==> src/rtl/octal_ram_init_seq.sv <==
// Octal PSRAM power-up sequencer. It waits out the power-up time, then issues the table's mode-register writes and reads.
// Define OCTAL_RAM_RDBACK_CHK_EN to build the write shadow and the readback compare.
module octal_ram_init_seq #(
    parameter int unsigned PWRUP_CYCLES   = 20000,
    parameter int unsigned WR_CNT         = 4,
    parameter int unsigned LAST_NO        = 9,
    parameter int unsigned TIMEOUT_CYCLES = 255
) (
    input  logic       iClk,
    input  logic       iRst_N,
    input  logic       iStart,
    output logic [7:0] oTblNo,
    input  logic [7:0] iTblAddr,
    input  logic [7:0] iTblData,
    output logic       oCmdReq,
    output logic       oCmdWr,
    output logic [7:0] oCmdAddr,
    output logic [7:0] oCmdData,
    input  logic       iCmdAck,
    input  logic       iRdValid,
    input  logic [7:0] iRdData,
    output logic       oRdStb,
    output logic [7:0] oRdAddr,
    output logic [7:0] oRdData,
    output logic       oBusy,
    output logic       oDone,
    output logic       oErr,
    output logic [7:0] oErrNo
);
    localparam int unsigned PW_W = (PWRUP_CYCLES > 1) ? $clog2(PWRUP_CYCLES) : 1;
    localparam int unsigned TO_W = 8;

    typedef enum logic [2:0] {
        S_IDLE, S_PWRUP, S_LOAD, S_ISSUE, S_WAIT_RD, S_NEXT, S_DONE, S_ERR
    } state_e;

    state_e          state_q, state_d;
    logic [PW_W-1:0] pw_cnt_q, pw_cnt_d;
    logic [TO_W-1:0] to_cnt_q, to_cnt_d;
    logic [7:0]      tbl_no_q, tbl_no_d;
    logic            cmd_req_q, cmd_req_d;
    logic            cmd_wr_q, cmd_wr_d;
    logic [7:0]      cmd_addr_q, cmd_addr_d;
    logic [7:0]      cmd_data_q, cmd_data_d;
    logic            rd_stb_q, rd_stb_d;
    logic [7:0]      rd_addr_q, rd_addr_d;
    logic [7:0]      rd_data_q, rd_data_d;
    logic            busy_q, busy_d;
    logic            done_q, done_d;
    logic            err_q, err_d;
    logic [7:0]      err_no_q, err_no_d;

    logic start_ok;
    logic to_expired;
    logic is_last;
    logic is_wr_idx;
    logic rd_mismatch;

    assign start_ok   = iStart && (state_q == S_IDLE || state_q == S_DONE || state_q == S_ERR);
    assign to_expired = (to_cnt_q == TO_W'(TIMEOUT_CYCLES - 1));
    assign is_last    = (tbl_no_q == 8'(LAST_NO));
    assign is_wr_idx  = (tbl_no_q < 8'(WR_CNT));

`ifdef OCTAL_RAM_RDBACK_CHK_EN
    // Write shadow: one slot each for MA 0x00, 0x04, 0x06, 0x08
    logic [3:0] sh_vld_q;
    logic [7:0] sh_data_q [4];
    logic       slot_hit;
    logic [1:0] slot;

    always_comb begin
        slot_hit = 1'b1;
        slot     = 2'd0;
        case (cmd_addr_q)
            8'h00:   slot = 2'd0;
            8'h04:   slot = 2'd1;
            8'h06:   slot = 2'd2;
            8'h08:   slot = 2'd3;
            default: slot_hit = 1'b0;
        endcase
    end

    always_ff @(posedge iClk or negedge iRst_N) begin
        if (!iRst_N) begin
            sh_vld_q <= '0;
            for (int i = 0; i < 4; i++) sh_data_q[i] <= '0;
        end else if (start_ok) begin
            sh_vld_q <= '0;
        end else if (state_q == S_ISSUE && iCmdAck && cmd_wr_q && slot_hit) begin
            sh_vld_q[slot]  <= 1'b1;
            sh_data_q[slot] <= cmd_data_q;
        end
    end

    assign rd_mismatch = slot_hit && sh_vld_q[slot] && (sh_data_q[slot] != iRdData);
`else
    assign rd_mismatch = 1'b0;
`endif

    always_ff @(posedge iClk or negedge iRst_N) begin
        if (!iRst_N) state_q <= S_IDLE;
        else         state_q <= state_d;
    end

    always_comb begin
        state_d = state_q;
        case (state_q)
            S_IDLE, S_DONE, S_ERR: if (start_ok) state_d = S_PWRUP;
            S_PWRUP:   if (pw_cnt_q == '0) state_d = S_LOAD;
            S_LOAD:    state_d = S_ISSUE;
            S_ISSUE: begin
                if (iCmdAck)         state_d = cmd_wr_q ? S_NEXT : S_WAIT_RD;
                else if (to_expired) state_d = S_ERR;
            end
            S_WAIT_RD: begin
                if (iRdValid)        state_d = rd_mismatch ? S_ERR : S_NEXT;
                else if (to_expired) state_d = S_ERR;
            end
            S_NEXT:    state_d = is_last ? S_DONE : S_LOAD;
            default:   state_d = S_IDLE;
        endcase
    end

    // Next values of every registered output and counter
    always_comb begin
        tbl_no_d   = tbl_no_q;
        cmd_req_d  = cmd_req_q;
        cmd_wr_d   = cmd_wr_q;
        cmd_addr_d = cmd_addr_q;
        cmd_data_d = cmd_data_q;
        rd_stb_d   = 1'b0;
        rd_addr_d  = rd_addr_q;
        rd_data_d  = rd_data_q;
        busy_d     = busy_q;
        done_d     = done_q;
        err_d      = err_q;
        err_no_d   = err_no_q;
        pw_cnt_d   = pw_cnt_q;
        to_cnt_d   = to_cnt_q;
        case (state_q)
            S_IDLE, S_DONE, S_ERR: begin
                if (start_ok) begin
                    done_d   = 1'b0;
                    err_d    = 1'b0;
                    err_no_d = 8'h00;
                    busy_d   = 1'b1;
                    tbl_no_d = 8'h00;
                    pw_cnt_d = PW_W'(PWRUP_CYCLES - 1);
                end
            end
            S_PWRUP: begin
                if (pw_cnt_q != '0) pw_cnt_d = pw_cnt_q - PW_W'(1);
            end
            S_LOAD: begin
                cmd_addr_d = iTblAddr;
                cmd_wr_d   = is_wr_idx;
                cmd_data_d = is_wr_idx ? iTblData : 8'h00;
                cmd_req_d  = 1'b1;
                to_cnt_d   = '0;
            end
            S_ISSUE: begin
                if (iCmdAck) begin
                    cmd_req_d = 1'b0;
                    to_cnt_d  = '0;
                end else if (to_expired) begin
                    cmd_req_d = 1'b0;
                    busy_d    = 1'b0;
                    err_d     = 1'b1;
                    err_no_d  = tbl_no_q;
                end else begin
                    to_cnt_d = to_cnt_q + TO_W'(1);
                end
            end
            S_WAIT_RD: begin
                if (iRdValid) begin
                    rd_stb_d  = 1'b1;
                    rd_addr_d = cmd_addr_q;
                    rd_data_d = iRdData;
                    if (rd_mismatch) begin
                        busy_d   = 1'b0;
                        err_d    = 1'b1;
                        err_no_d = tbl_no_q;
                    end
                end else if (to_expired) begin
                    busy_d   = 1'b0;
                    err_d    = 1'b1;
                    err_no_d = tbl_no_q;
                end else begin
                    to_cnt_d = to_cnt_q + TO_W'(1);
                end
            end
            S_NEXT: begin
                if (is_last) begin
                    done_d = 1'b1;
                    busy_d = 1'b0;
                end else begin
                    tbl_no_d = tbl_no_q + 8'd1;
                end
            end
            default: ;
        endcase
    end

    always_ff @(posedge iClk or negedge iRst_N) begin
        if (!iRst_N) begin
            tbl_no_q   <= '0;
            cmd_req_q  <= 1'b0;
            cmd_wr_q   <= 1'b0;
            cmd_addr_q <= '0;
            cmd_data_q <= '0;
            rd_stb_q   <= 1'b0;
            rd_addr_q  <= '0;
            rd_data_q  <= '0;
            busy_q     <= 1'b0;
            done_q     <= 1'b0;
            err_q      <= 1'b0;
            err_no_q   <= '0;
            pw_cnt_q   <= '0;
            to_cnt_q   <= '0;
        end else begin
            tbl_no_q   <= tbl_no_d;
            cmd_req_q  <= cmd_req_d;
            cmd_wr_q   <= cmd_wr_d;
            cmd_addr_q <= cmd_addr_d;
            cmd_data_q <= cmd_data_d;
            rd_stb_q   <= rd_stb_d;
            rd_addr_q  <= rd_addr_d;
            rd_data_q  <= rd_data_d;
            busy_q     <= busy_d;
            done_q     <= done_d;
            err_q      <= err_d;
            err_no_q   <= err_no_d;
            pw_cnt_q   <= pw_cnt_d;
            to_cnt_q   <= to_cnt_d;
        end
    end

    assign oTblNo   = tbl_no_q;
    assign oCmdReq  = cmd_req_q;
    assign oCmdWr   = cmd_wr_q;
    assign oCmdAddr = cmd_addr_q;
    assign oCmdData = cmd_data_q;
    assign oRdStb   = rd_stb_q;
    assign oRdAddr  = rd_addr_q;
    assign oRdData  = rd_data_q;
    assign oBusy    = busy_q;
    assign oDone    = done_q;
    assign oErr     = err_q;
    assign oErrNo   = err_no_q;

endmodule

==> config.mk <==
export PLATFORM = sky130hd
export DESIGN_NAME = octal_ram_init_seq
export DESIGN_NICKNAME = d
export VERILOG_FILES = /design/src/rtl/octal_ram_init_seq.sv
export SDC_FILE = /design/constraint.sdc
export NUM_CORES = 1
export LEC_CHECK = 0
export ABC_AREA = 0
export BUFFER_PORTS_ARGS = -buffer_cell sky130_fd_sc_hd__buf_4
export CAP_MARGIN = 5
export CORE_AREA = 2 2 107 99
export CTS_CLUSTER_DIAMETER = 50
export DETAILED_ROUTE_END_ITERATION = 7
export DIE_AREA = 0 0 109 101
export HOLD_SLACK_MARGIN = 0.03
export PLACE_DENSITY = 0.64
export SLEW_MARGIN = 0
export SYNTH_ARGS = -nofsm -noshare
export SYNTH_HDL_FRONTEND = slang
export SYNTH_SLANG_ARGS = --single-unit
==> constraint.sdc <==
create_clock -name iClk -period 2.2 [get_ports iClk]
set_clock_uncertainty 0.2 [all_clocks]
set_input_delay 0.44 -clock iClk [delete_from_list [all_inputs] [get_ports iClk]]
set_output_delay 0.44 -clock iClk [all_outputs]
set_load 0.01 [all_outputs]
* Yosys cells after proc, flatten, opt, wreduce, memory -nomap -nowiden
Cells that the tools add are included.
Storage, ports and cells: register bits 80, bits of input ports 29, logic and storage cells 99
Operators by class: add/subtract/negate cells 3, order comparisons 1, eq/ne operators 17, mux-type cells 41, reduce and logical (&&, ||, !) cells 22
Operators by type and width (number):
- $mux W8 | 9
- $pmux W8 S3 | 2
- $mux W15 | 2
- $pmux W15 S2 | 1
- $mux W3 | 6
- $pmux W3 S6 | 1
- $add A8 B1 Y8 const B | 2
- $pmux W8 S2 | 1
- $logic_not A15 Y1 | 1
- $mux W1 | 15
- $reduce_bool A15 Y1 | 1
- $sub A15 B1 Y15 const B | 1
- $ne A2 B2 Y1 const B | 7
- $eq A3 B3 Y1 const B | 4
- $reduce_and A3 Y1 | 3
- $eq A8 B4 Y1 const B | 1
- $eq A8 B8 Y1 const B | 1
- $lt A8 B3 Y1 const B | 1
- $reduce_and A2 Y1 | 4
- $eq A3 B2 Y1 const B | 2
- $reduce_bool A2 Y1 | 3
- $reduce_bool A3 Y1 | 2
- $reduce_and A5 Y1 | 1
- $pmux W1 S2 | 2
- 10 further kinds | 11

* Longest topological paths before layout
Gate-level depths: netlist of the first run.
word-level depth 6, mapped depth 8, depth with buffers taken out 7

* Worst setup path after synthesis of the first run
Ideal clock, no wire load.
path type flip-flop to flip-flop, from register pw_cnt_q[0], to register pw_cnt_q[4], arrival time 1.708 ns, data required time 1.863 ns, setup slack 0.154 ns, cell stages (with the launch flop) 9, buffers on the path 1, period minus slack after synthesis 2.046 ns, path through dfrtp_1 > inv_1 > ha_1 > nor3b_2 > nand4_1 > and2_1 > clkbuf_1 > a211oi_1 > a31oi_1
On the way: cells in the longest elaborated chain, start to end 3
Ends and longest elaborated chain:
- start, declared | line 38 | logic [PW_W-1:0] pw_cnt_q, pw_cnt_d;
- start signal, assigned | line 233 | pw_cnt_q <= pw_cnt_d;
- $sub A15 B1 Y15 / $reduce_bool A15 Y1 (equally long branches) | line 152 | if (pw_cnt_q != '0) pw_cnt_d = pw_cnt_q - PW_W'(1);
- $mux W15 / $ne A2 B2 Y1 (equally long branches)
- $pmux W15 S2 / $reduce_and A3 Y1 (equally long branches)
Several ways; a longest one is shown, not always the timed one. The select of a mux whose other input is x is not followed. A chain may end at the register's enable or synchronous reset.

* Final worst setup path of the first run
from register to_cnt_q[0], to register to_cnt_q[0]
On the way: cells in the longest elaborated chain, start to end 4
Ends and longest elaborated chain:
- start, declared | line 39 | logic [TO_W-1:0] to_cnt_q, to_cnt_d;
- start signal, assigned | line 234 | to_cnt_q <= to_cnt_d;
- $add A8 B1 Y8 / $eq A8 B8 Y1 (equally long branches) | line 171, 189, 60
- $mux W8 * | line 165, 184
- $mux W8, on equally long branches | line 175, 162
- $pmux W8 S3 * | line 140 | case (state_q)
Mark *: on every way between the ends. The rest lies on a longest branch, timed or not. The select of a mux whose other input is x is not followed.

==> results of run 1 <==
-- logic make-up (layout without fill, tap and decap cells) --
group | after synthesis | after routing | synth area share
flops | 80 | 80 | 0.520
compound gates | 90 | 90 | 0.167
buf+inv | 27 | 136 | 0.0302
fa+ha+maj | 6 | 6 | 0.0188
simple gates | 137 | 137 | 0.187
xor+xnor | 11 | 11 | 0.0250
mux | 18 | 18 | 0.0520
-- per-layer routing --
metal / vias to the layer above / wire [um] / part of all wire / GRT usage
met4: 0 / 121 / 0.014 / 0.0621
met1: 1557 / 4230 / 0.48 / 0.233
li1: 1532 / - / - / -
met3: 16 / 491 / 0.056 / 0.0414
met5: - / 0 / 0 / 0
met2: 88 / 3920 / 0.45 / 0.239
-- sequential cells by signal (all words and copies together), names as in the netlist, 3 cells and up --
signal,count
state_q,3
oRdAddr,8
pw_cnt_q,15
oRdData,8
oCmdData,8
oErrNo,8
to_cnt_q,8
oCmdAddr,8
oTblNo,8
-- how the worst max path moves through the flow --
stage | start | end
2_1_floorplan | pw_cnt_q[0] | pw_cnt_q[4]
6_report | to_cnt_q[0] | to_cnt_q[0]
4_1_cts | pw_cnt_q[0] | pw_cnt_q[4]
3_3_place_gp | pw_cnt_q[0] | pw_cnt_q[4]
3_5_place_dp | pw_cnt_q[0] | pw_cnt_q[4]
5_1_grt | pw_cnt_q[0] | pw_cnt_q[2]
-- through the flow --
stage	hold WS [ps]	utilization	worst slack (ps)	power (W)	instances
2_1_floorplan	-55.6	-	154	0.00359	369
3_3_place_gp	198	0.478	101	0.00459	588
3_5_place_dp	199	0.478	44.0	0.00465	588
4_1_cts	49.3	0.500	18.2	0.00579	605
5_1_grt	50.1	0.503	8.34	0.00618	607
6_report	63.2	0.503	159	0.00576	607
-- worst min-delay path, stage by stage --
cell	delay (ps)
buf_4	80
nand2_1	40
nand2_1	50
-- final cells by class --
type | instances | area share
Clock inverter | 7 | 0.0165
Inverter | 13 | 0.00976
Timing Repair Buffer | 107 | 0.166
Multi-Input combinational cell | 262 | 0.350
Tap cell | 129 | 0.0323
Sequential cell | 80 | 0.401
Clock buffer | 9 | 0.0248
-- synthesized netlist by cell type (3+ instances only) --
cell	number	area share
a21o_1	3	0.0058
a21oi_1	16	0.021
a22o_1	20	0.045
and2_1	5	0.0081
and3_1	5	0.0081
buf_2	9	0.012
clkbuf_1	4	0.0039
dfrtp_1	80	0.52
ha_1	5	0.016
inv_1	13	0.013
mux2_2	16	0.047
nand2_1	60	0.058
nand3_1	9	0.012
nand3b_1	4	0.0078
nand4_1	5	0.0081
nor2_1	21	0.020
nor2b_1	3	0.0049
nor3_1	4	0.0052
nor3b_2	3	0.0098
o211ai_1	3	0.0058
o21ai_0	22	0.029
o2bb2ai_1	3	0.0068
o31ai_1	3	0.0058
or3_1	3	0.0049
xnor2_1	4	0.0091
xor2_1	7	0.016
-- where the power goes --
group	switching, W	total (W)	internal, W
combinational	0.00119	0.00237	0.00119
sequential	0.000371	0.00225	0.00188
clock	0.000588	0.00113	0.000544
-- repair_timing --
item	CTS	global route
endpoints found under the setup margin	0	18
hold buffers	1	0
buffers inserted	0	2
endpoints found under the hold margin	29	0
gates resized for setup	0	7
==> impl_metrics.yaml, run 1 <==
sta:
  period_share: 0.928
  hold_violations: 0
  rsz0062_at_grt: "no"
  fin_tns_setup_ps: 0
  tightest_slew_ps: 529
  finalMaxSlewViolations: 0
  max_freq_mhz: 490
  setup_viol: 0
  relSlewSlack: 0.645
  post-route-min-period_ps: 2040
cells_and_area:
  fin_area_um2: 5000
  mostFrequentLayoutCells: "buf_4, dfrtp_1, nand2_1"
  multiInputGateArea_um2: 1750
  layout_commonest_cell: "buf_4"
  fin_nets: 507
  antenna_cells: 0
  final.fill_count: 901
  drive_above_1_share: 0.337
  register_area_um2: 2000
  syn2layout_area_growth_pct: 29.9
critical_path:
  slowest_stage: "dfrtp_1"
  r2r_cells: 8
  critPathCaptureType: "flip-flop"
  crit_family: "simple AND/OR/NAND/NOR gates"
  crit_chain: "inv_1 > ha_1 > and2_1 > nand4_1 > buf_4 > and2_2 > xnor2_1 > nor2_1"
  crit_buf_inv: 2
  start_kind: "flip-flop"
  crit_required_ps: 2240
  max_stage_delay_ps: 430
  cp.depth: 8
  rrSetupSlack_ps: 160
  r2r_start: "to_cnt_q[0]"
  worstReg2RegEnd: "to_cnt_q[0]"
  path_max_fanout: 7
  critPathArrivalTime_ps: 2090
  crit_type: "flip-flop to flip-flop"
floorplanning:
  start_util: 0.387
  dieWidth_um: 109
  io_pins: 83
  core_area_um2: 9940
  rows: 35
  die_y_um: 101
  fp.dieArea_um2: 11000
synthesis:
  synthArstFlopShare: 1.00
  synthCells: 369
  synth_edf_count: 0
  yosys_most_used_dff: "dfrtp_1"
  synth_cell_types: 57
  ys_warn_count: 0
  synth.yosys.seq_area_share: 0.520
  ys_ff_latch: 80
  avgSynthCellArea_um2: 10.4
  syn_nets: 403
  syn_area_um2: 3850
clock_tree:
  clock_path_buffers: 2
  cts_max_level: 3
  clk_pin_slew_ps: 100
  cts_made_buffers: 9
  cts-root-buf: "clkbuf_8"
  clock_latency_ps: 360
  cts.sinks: 80
  cts_tree: "built"
global_route:
  grt_max_degree: 52
  grt_usage: 0.164
  grt_pass1_vias: 2959
  grt_overflow: 0
  grt_pass1_wl_um: 14200
  antenna_found_initial: 0
detailed_routing:
  drc_errors: 0
  wl_um: 8760
  first_iter_violations: 195
  antenna_left: 0
  wl_per_cell_um: 14.4
  via_per_inst: 5.26
  first_pass_iters: 4
  via_count: 3193
flow_run:
  maxCapViolations: 0
placed_design:
  portBuffers: 82
  dp_hpwl_um: 6320
  gp_congestion: 0.837
  post_dp_cell_area_um2: 4750
power_and_ir_drop:
  power_density_nw_per_um2: 1150
  leakage_nw: 2.32
  ir_drop_mv: 0.452
hold_path:
  hold_path_class: "input port to flip-flop"
  hp-start: "iTblAddr[7]"
  hold_path_end: "oCmdAddr[7]"
  hold_depth: 3
run_status:
  status: "finished, final reports clean"
Note: power is estimated with default switching activity, not from simulation.
==> run 2: changes to the inputs <==
--- a/config.mk
+++ b/config.mk
@@ -13,7 +13,8 @@
 export DETAILED_ROUTE_END_ITERATION = 7
 export DIE_AREA = 0 0 109 101
 export HOLD_SLACK_MARGIN = 0.03
-export PLACE_DENSITY = 0.64
+export PLACE_DENSITY = 0.67
+export REMOVE_ABC_BUFFERS = 1
 export SLEW_MARGIN = 0
 export SYNTH_ARGS = -nofsm -noshare
 export SYNTH_HDL_FRONTEND = slang
==> constraint.sdc (replaced) <==
create_clock -name iClk -period 1.72 [get_ports iClk]
set_clock_uncertainty 0.2 [all_clocks]
set_input_delay 0.344 -clock iClk [delete_from_list [all_inputs] [get_ports iClk]]
set_output_delay 0.344 -clock iClk [all_outputs]
set_load 0.01 [all_outputs]
==> run 2 against run 1 <==
  * Final cell count up 17%
  * Non-clock buffer count up 104
  * Clock power up 28%
  * Core utilization up 14 points
  * Sequential cell count unchanged
  * The flow now finishes with violations (setup timing)
  * Global-route usage up 4.5 points
  * Routed wire length up 35%
  * Largest cell class is now multi-input combinational cells
  * First-iteration DRC count up 6.7%
  * Sequential power up 24%
  * Setup slack worse by 420 ps
  * Die area unchanged
==> impl_metrics.yaml, run 2 (synthesized netlist as in run 1, its figures left out) <==
run_status:
  status: "finished with violations"
  violations: "setup timing"
critical_path:
  r2r_start: "state_q[2]"
  critPathCaptureType: "flip-flop"
  critPathArrivalTime_ps: 2030
  start_kind: "flip-flop"
  crit_required_ps: 1770
  critPathLaunch: "state_q[2]"
  max_stage_delay_ps: 430
  crit_path_frequent_cell: "buf_6"
  crit_type: "flip-flop to flip-flop"
  slowest_stage: "dfrtp_2"
  crit_chain: "buf_6 > buf_6 > nor2_1 > o21ai_0 > o22ai_1 > a21oi_2 > buf_4 > a22o_1"
  path_max_fanout: 8
sta:
  rsz0062_at_grt: "yes"
  max_freq_mhz: 505
  tightest_slew_ps: 436
  relSlewSlack: 0.709
  hold_violations: 0
  period_share: 1.15
  finalWorstSetupSlack_ps: -260
  finalMaxSlewViolations: 0
  setup_viol: 64
  post-route-min-period_ps: 1980
global_route:
  met3_usage: 0.0407
  grt_overflow: 0
  grt_pass1_vias: 3661
  use_met1: 0.270
  grt_max_degree: 81
  grt_pass1_wl_um: 17900
  busiest_layer: "met2"
  use_met2: 0.353
  grt_usage: 0.208
  antenna_found_initial: 0
detailed_routing:
  drc_errors: 0
  via_count: 3684
  via_per_inst: 5.18
  wl_um: 11800
  wl_per_cell_um: 16.7
  antenna_left: 0
  first_iter_violations: 208
  first_pass_iters: 4
cells_and_area:
  final_cells: 711
  layout_commonest_cell: "buf_4"
  syn2layout_area_growth_pct: 65.9
  top_register: "pw_cnt_q"
  drive_above_1_share: 0.505
  fin_nets: 611
  antenna_cells: 0
  mostFrequentLayoutCells: "buf_4, dfrtp_1, nand2_1"
  largest_reg_flops: 15
  fin_area_um2: 6390
floorplanning:
  io_pins: 83
  die_y_um: 101
  dieWidth_um: 109
  rows: 35
  fp.dieArea_um2: 11000
  core_area_um2: 9940
  start_util: 0.387
power_and_ir_drop:
  ir_drop_mv: 1.07
  power_w: 0.00910
  leakage_nw: 3.00
  power_density_nw_per_um2: 1420
clock_tree:
  cts_made_buffers: 9
  clock_latency_ps: 360
  cts-root-buf: "clkbuf_8"
  clock_path_buffers: 2
  cts_max_level: 3
  clk_pin_slew_ps: 90
  cts.sinks: 80
  cts_tree: "built"
placed_design:
  dp_cells: 647
  portBuffers: 82
  gp_congestion: 0.897
  post_dp_cell_area_um2: 5200
  post-place-ws_ps: -249
  dp_hpwl_um: 7030
hold_path:
  hold_path_class: "input port to flip-flop"
  hp-start: "iStart"
flow_run:
  maxCapViolations: 0
## run 2: cell count changes in the layout (fill, tap and decap cells not counted), moves of 5 or more
cell | previous run | this run
buf_6 | 0 | 23
mux2_2 | 16 | 0
o21ai_2 | 0 | 5
dlygate4sd3_1 | 1 | 25
a21oi_2 | 1 | 8
o21ai_1 | 1 | 7
a21oi_1 | 16 | 8
buf_4 | 104 | 158
o21ai_0 | 22 | 10
mux2_4 | 0 | 16
## run 2: path summary, 6_finish.rpt
path / end / slack (ps) / depth (start not counted)
worst min-delay path: pw_cnt_q[10] / 260 / 4
min in group asynchronous: oRdData[7] / 360 / 3
worst max-delay path: oErrNo[1] / -260 / 8
worst min register to register: oCmdReq / 300 / 2
worst max register to register: oErrNo[1] / -260 / 8
max in group asynchronous: state_q[1] / 610 / 3
## run 2: layer usage
metal	share of wire	wire (um)
met4	0.015	177
met3	0.041	484
met2	0.50	5960
met5	0	0
met1	0.44	5220
## run 2: per-stage QoR
step	utilization	hold slack (ps)	TNS (ps)
after global routing	0.643	274	-10830
after detailed placement	0.524	208	-9320
after floorplan	-	-152	-16990
final	0.643	265	-6300
after global placement	0.524	206	-7740
after CTS	0.604	219	-5900
## run 2: final cells by class
type,instances,area (um2)
clock buffers,9,124
clock inverters,7,78.8
fillers,746,3550
inverters,13,48.8
multi-input cells,262,2170
flip-flops and latches,80,2010
well taps,129,161
repair buffers,211,1800
## run 2: where the power goes
| part | total [W] | switching, W | internal, W |
|---|---|---|---|
| Sequential | 0.00280 | 0.000393 | 0.00241 |
| Clock | 0.00145 | 0.000764 | 0.000689 |
| Combinational | 0.00485 | 0.00229 | 0.00255 |
| Total | 0.00910 | 0.00345 | 0.00565 |
## run 2: timing repair
item                                    CTS  global route
pin swaps                                20            38
cloned                                    3             1
setup buffers                             6            16
gates resized for setup                  70            72
hold buffers                             25             0
endpoints found under the setup margin   70            70
endpoints found under the hold margin   104             0
## run 2: worst max-delay path, delay by kind of cell, from the launching register on
kind,cells,cell delay (ps)
AO/OA/AOI/OAI,4,660
buffers and inverters,3,450
flip-flops,1,430
AND/OR/NAND/NOR,1,140
==> run 3: changes to the inputs <==
--- a/config.mk
+++ b/config.mk
@@ -13,7 +13,7 @@
 export DETAILED_ROUTE_END_ITERATION = 7
 export DIE_AREA = 0 0 109 101
 export HOLD_SLACK_MARGIN = 0.03
-export PLACE_DENSITY = 0.67
+export PLACE_DENSITY = 0.64
 export REMOVE_ABC_BUFFERS = 1
 export SLEW_MARGIN = 0
 export SYNTH_ARGS = -nofsm -noshare
==> constraint.sdc (replaced) <==
create_clock -name iClk -period 2.1 [get_ports iClk]
set_clock_uncertainty 0.2 [all_clocks]
set_input_delay 0.42 -clock iClk [delete_from_list [all_inputs] [get_ports iClk]]
set_output_delay 0.42 -clock iClk [all_outputs]
set_load 0.005 [all_outputs]
==> run 3 against run 2 <==
  * Setup slack improved by 380 ps
  * Sequential cell count unchanged
  * Sequential power decreased by 17%
  * Non-clock buffer count decreased by 88
  * The flow now finishes without violations
  * Highest routed layer unchanged
  * Final cell count decreased by 12%
==> impl_metrics.yaml, run 3 (synthesized netlist as in run 1, its figures left out) <==
critical_path:
  crit_type: "flip-flop to flip-flop"
  max_stage_delay_ps: 420
  crit_family: "simple AND/OR/NAND/NOR gates"
  crit_chain: "inv_1 > ha_1 > nor3b_4 > and2_1 > nand4b_1 > or3_1 > a21oi_1"
  critPathArrivalTime_ps: 2060
  crit_buf_inv: 1
  start_kind: "flip-flop"
  crit_required_ps: 2180
  critPathCaptureType: "flip-flop"
  slowest_stage: "dfrtp_1"
  path_max_fanout: 4
cells_and_area:
  layout_commonest_cell: "buf_4"
  largest_reg_flops: 15
  final.fill_count: 900
  mostFrequentLayoutCells: "buf_4, dfrtp_1, nand2_1"
  antenna_cells: 0
  drive_above_1_share: 0.360
  top_register: "pw_cnt_q"
  syn2layout_area_growth_pct: 34.6
  fin_nets: 523
floorplanning:
  die_y_um: 101
  io_pins: 83
  start_util: 0.387
  fp.dieArea_um2: 11000
  core_area_um2: 9940
  rows: 35
  dieWidth_um: 109
placed_design:
  gp_congestion: 0.822
  dp_hpwl_um: 6660
  portBuffers: 82
  post-place-ws_ps: 26.9
power_and_ir_drop:
  intPower_w: 0.00414
  switchingPower_w: 0.00213
  p_sw_frac: 0.339
  comb_power_share: 0.410
  ir_drop_mv: 0.501
  pwr-share-seq: 0.372
  leakage_nw: 2.42
  clockPowerShare: 0.218
  power_density_nw_per_um2: 1210
sta:
  post-route-min-period_ps: 1980
  tightest_slew_ps: 475
  relSlewSlack: 0.683
  period_share: 0.942
  max_freq_mhz: 505
  finalWorstSetupSlack_ps: 121
  hold_violations: 0
  hold_slack_ps: 60.8
  setup_viol: 0
  finalMaxSlewViolations: 0
detailed_routing:
  via_count: 3177
  wl_um: 9120
  via_per_inst: 5.10
  first_iter_violations: 127
  first_pass_iters: 4
  wl_per_cell_um: 14.6
  antenna_left: 0
  drc_errors: 0
clock_tree:
  cts_max_level: 3
  cts.sinks: 80
  cts_tree: "built"
  cts_made_buffers: 9
  cts-root-buf: "clkbuf_8"
  clk_pin_slew_ps: 80
  clock_path_buffers: 2
  clock_latency_ps: 350
global_route:
  antenna_found_initial: 0
  grt_overflow: 0
  grt_usage: 0.168
  grt_pass1_vias: 2950
  grt_max_degree: 32
  grt_pass1_wl_um: 14500
hold_path:
  hold_path_class: "input port to flip-flop"
flow_run:
  maxCapViolations: 0
run_status:
  status: "finished, final reports clean"
[run 3: worst paths after layout]
check | from | endpoint | slack (ps) | depth (start not counted)
hold reg to reg | oCmdAddr[6] | oCmdAddr[6] | 290 | 2
hold / removal | iTblAddr[7] | oCmdAddr[7] | 60 | 3
setup reg to reg | pw_cnt_q[1] | pw_cnt_q[12] | 120 | 7
min in group asynchronous | iRst_N | to_cnt_q[6] | 350 | 2
max in group asynchronous | iRst_N | oCmdAddr[4] | 810 | 3
setup / recovery | pw_cnt_q[1] | pw_cnt_q[12] | 120 | 7
[run 3: power by group through the flow]
| stage | clock, W | sequential, W | combinational (W) |
|---|---|---|---|
| 3_5_place_dp | 0 | 0.00236 | 0.00252 |
| 2_1_floorplan | 0 | 0.00237 | 0.00118 |
| 4_1_cts | 0.00141 | 0.00233 | 0.00253 |
| 3_3_place_gp | 0 | 0.00233 | 0.00247 |
| 6_report | 0.00137 | 0.00233 | 0.00257 |
| 5_1_grt | 0.00148 | 0.00240 | 0.00286 |
[run 3: final cells by class]
| type | instances | area, um2 | area share |
|---|---|---|---|
| Clock buffer | 10 | 128 | 0.0246 |
| Clock inverter | 6 | 116 | 0.0224 |
| Inverter | 13 | 48.8 | 0.00941 |
| Multi-Input combinational cell | 262 | 1760 | 0.340 |
| Sequential cell | 80 | 2010 | 0.387 |
| Tap cell | 129 | 161 | 0.0311 |
| Timing Repair Buffer | 123 | 963 | 0.186 |
[run 3: worst reg2reg max path: stages (launching register included)]
cell	delay (ps)
dfrtp_1	420
inv_1	80
ha_1	180
nor3b_4	240
and2_1	190
nand4b_1	130
or3_1	320
a21oi_1	150
[run 3: repair_timing]
item	in CTS	in global routing
endpoints found under the setup margin	0	28
setup buffers	0	3
hold buffers	1	0
resized for setup	0	10
endpoints found under the hold margin	28	0
[run 3: layer usage]
metal  global-route usage  share of wire  up-vias
met4               0.0444         0.0086        0
met1                0.226           0.47     1536
met3               0.0394          0.051        8
li1                     -              -     1555
met5                    0              0        -
met2                0.272           0.47       78
[run 3: metrics by stage]
| step | std cells | TNS [ps] | util | power (W) | instance area (um2) |
|---|---|---|---|---|---|
| detailed placement | 603 | 0 | 0.490 | 0.00488 | 4870 |
| CTS | 620 | 0 | 0.516 | 0.00626 | 5130 |
| global placement | 603 | 0 | 0.490 | 0.00480 | 4870 |
| floorplan | 355 | -1220 | - | 0.00356 | 3780 |
| global route | 623 | -9.56 | 0.521 | 0.00673 | 5180 |
| finish | 623 | 0 | 0.521 | 0.00626 | 5180 |
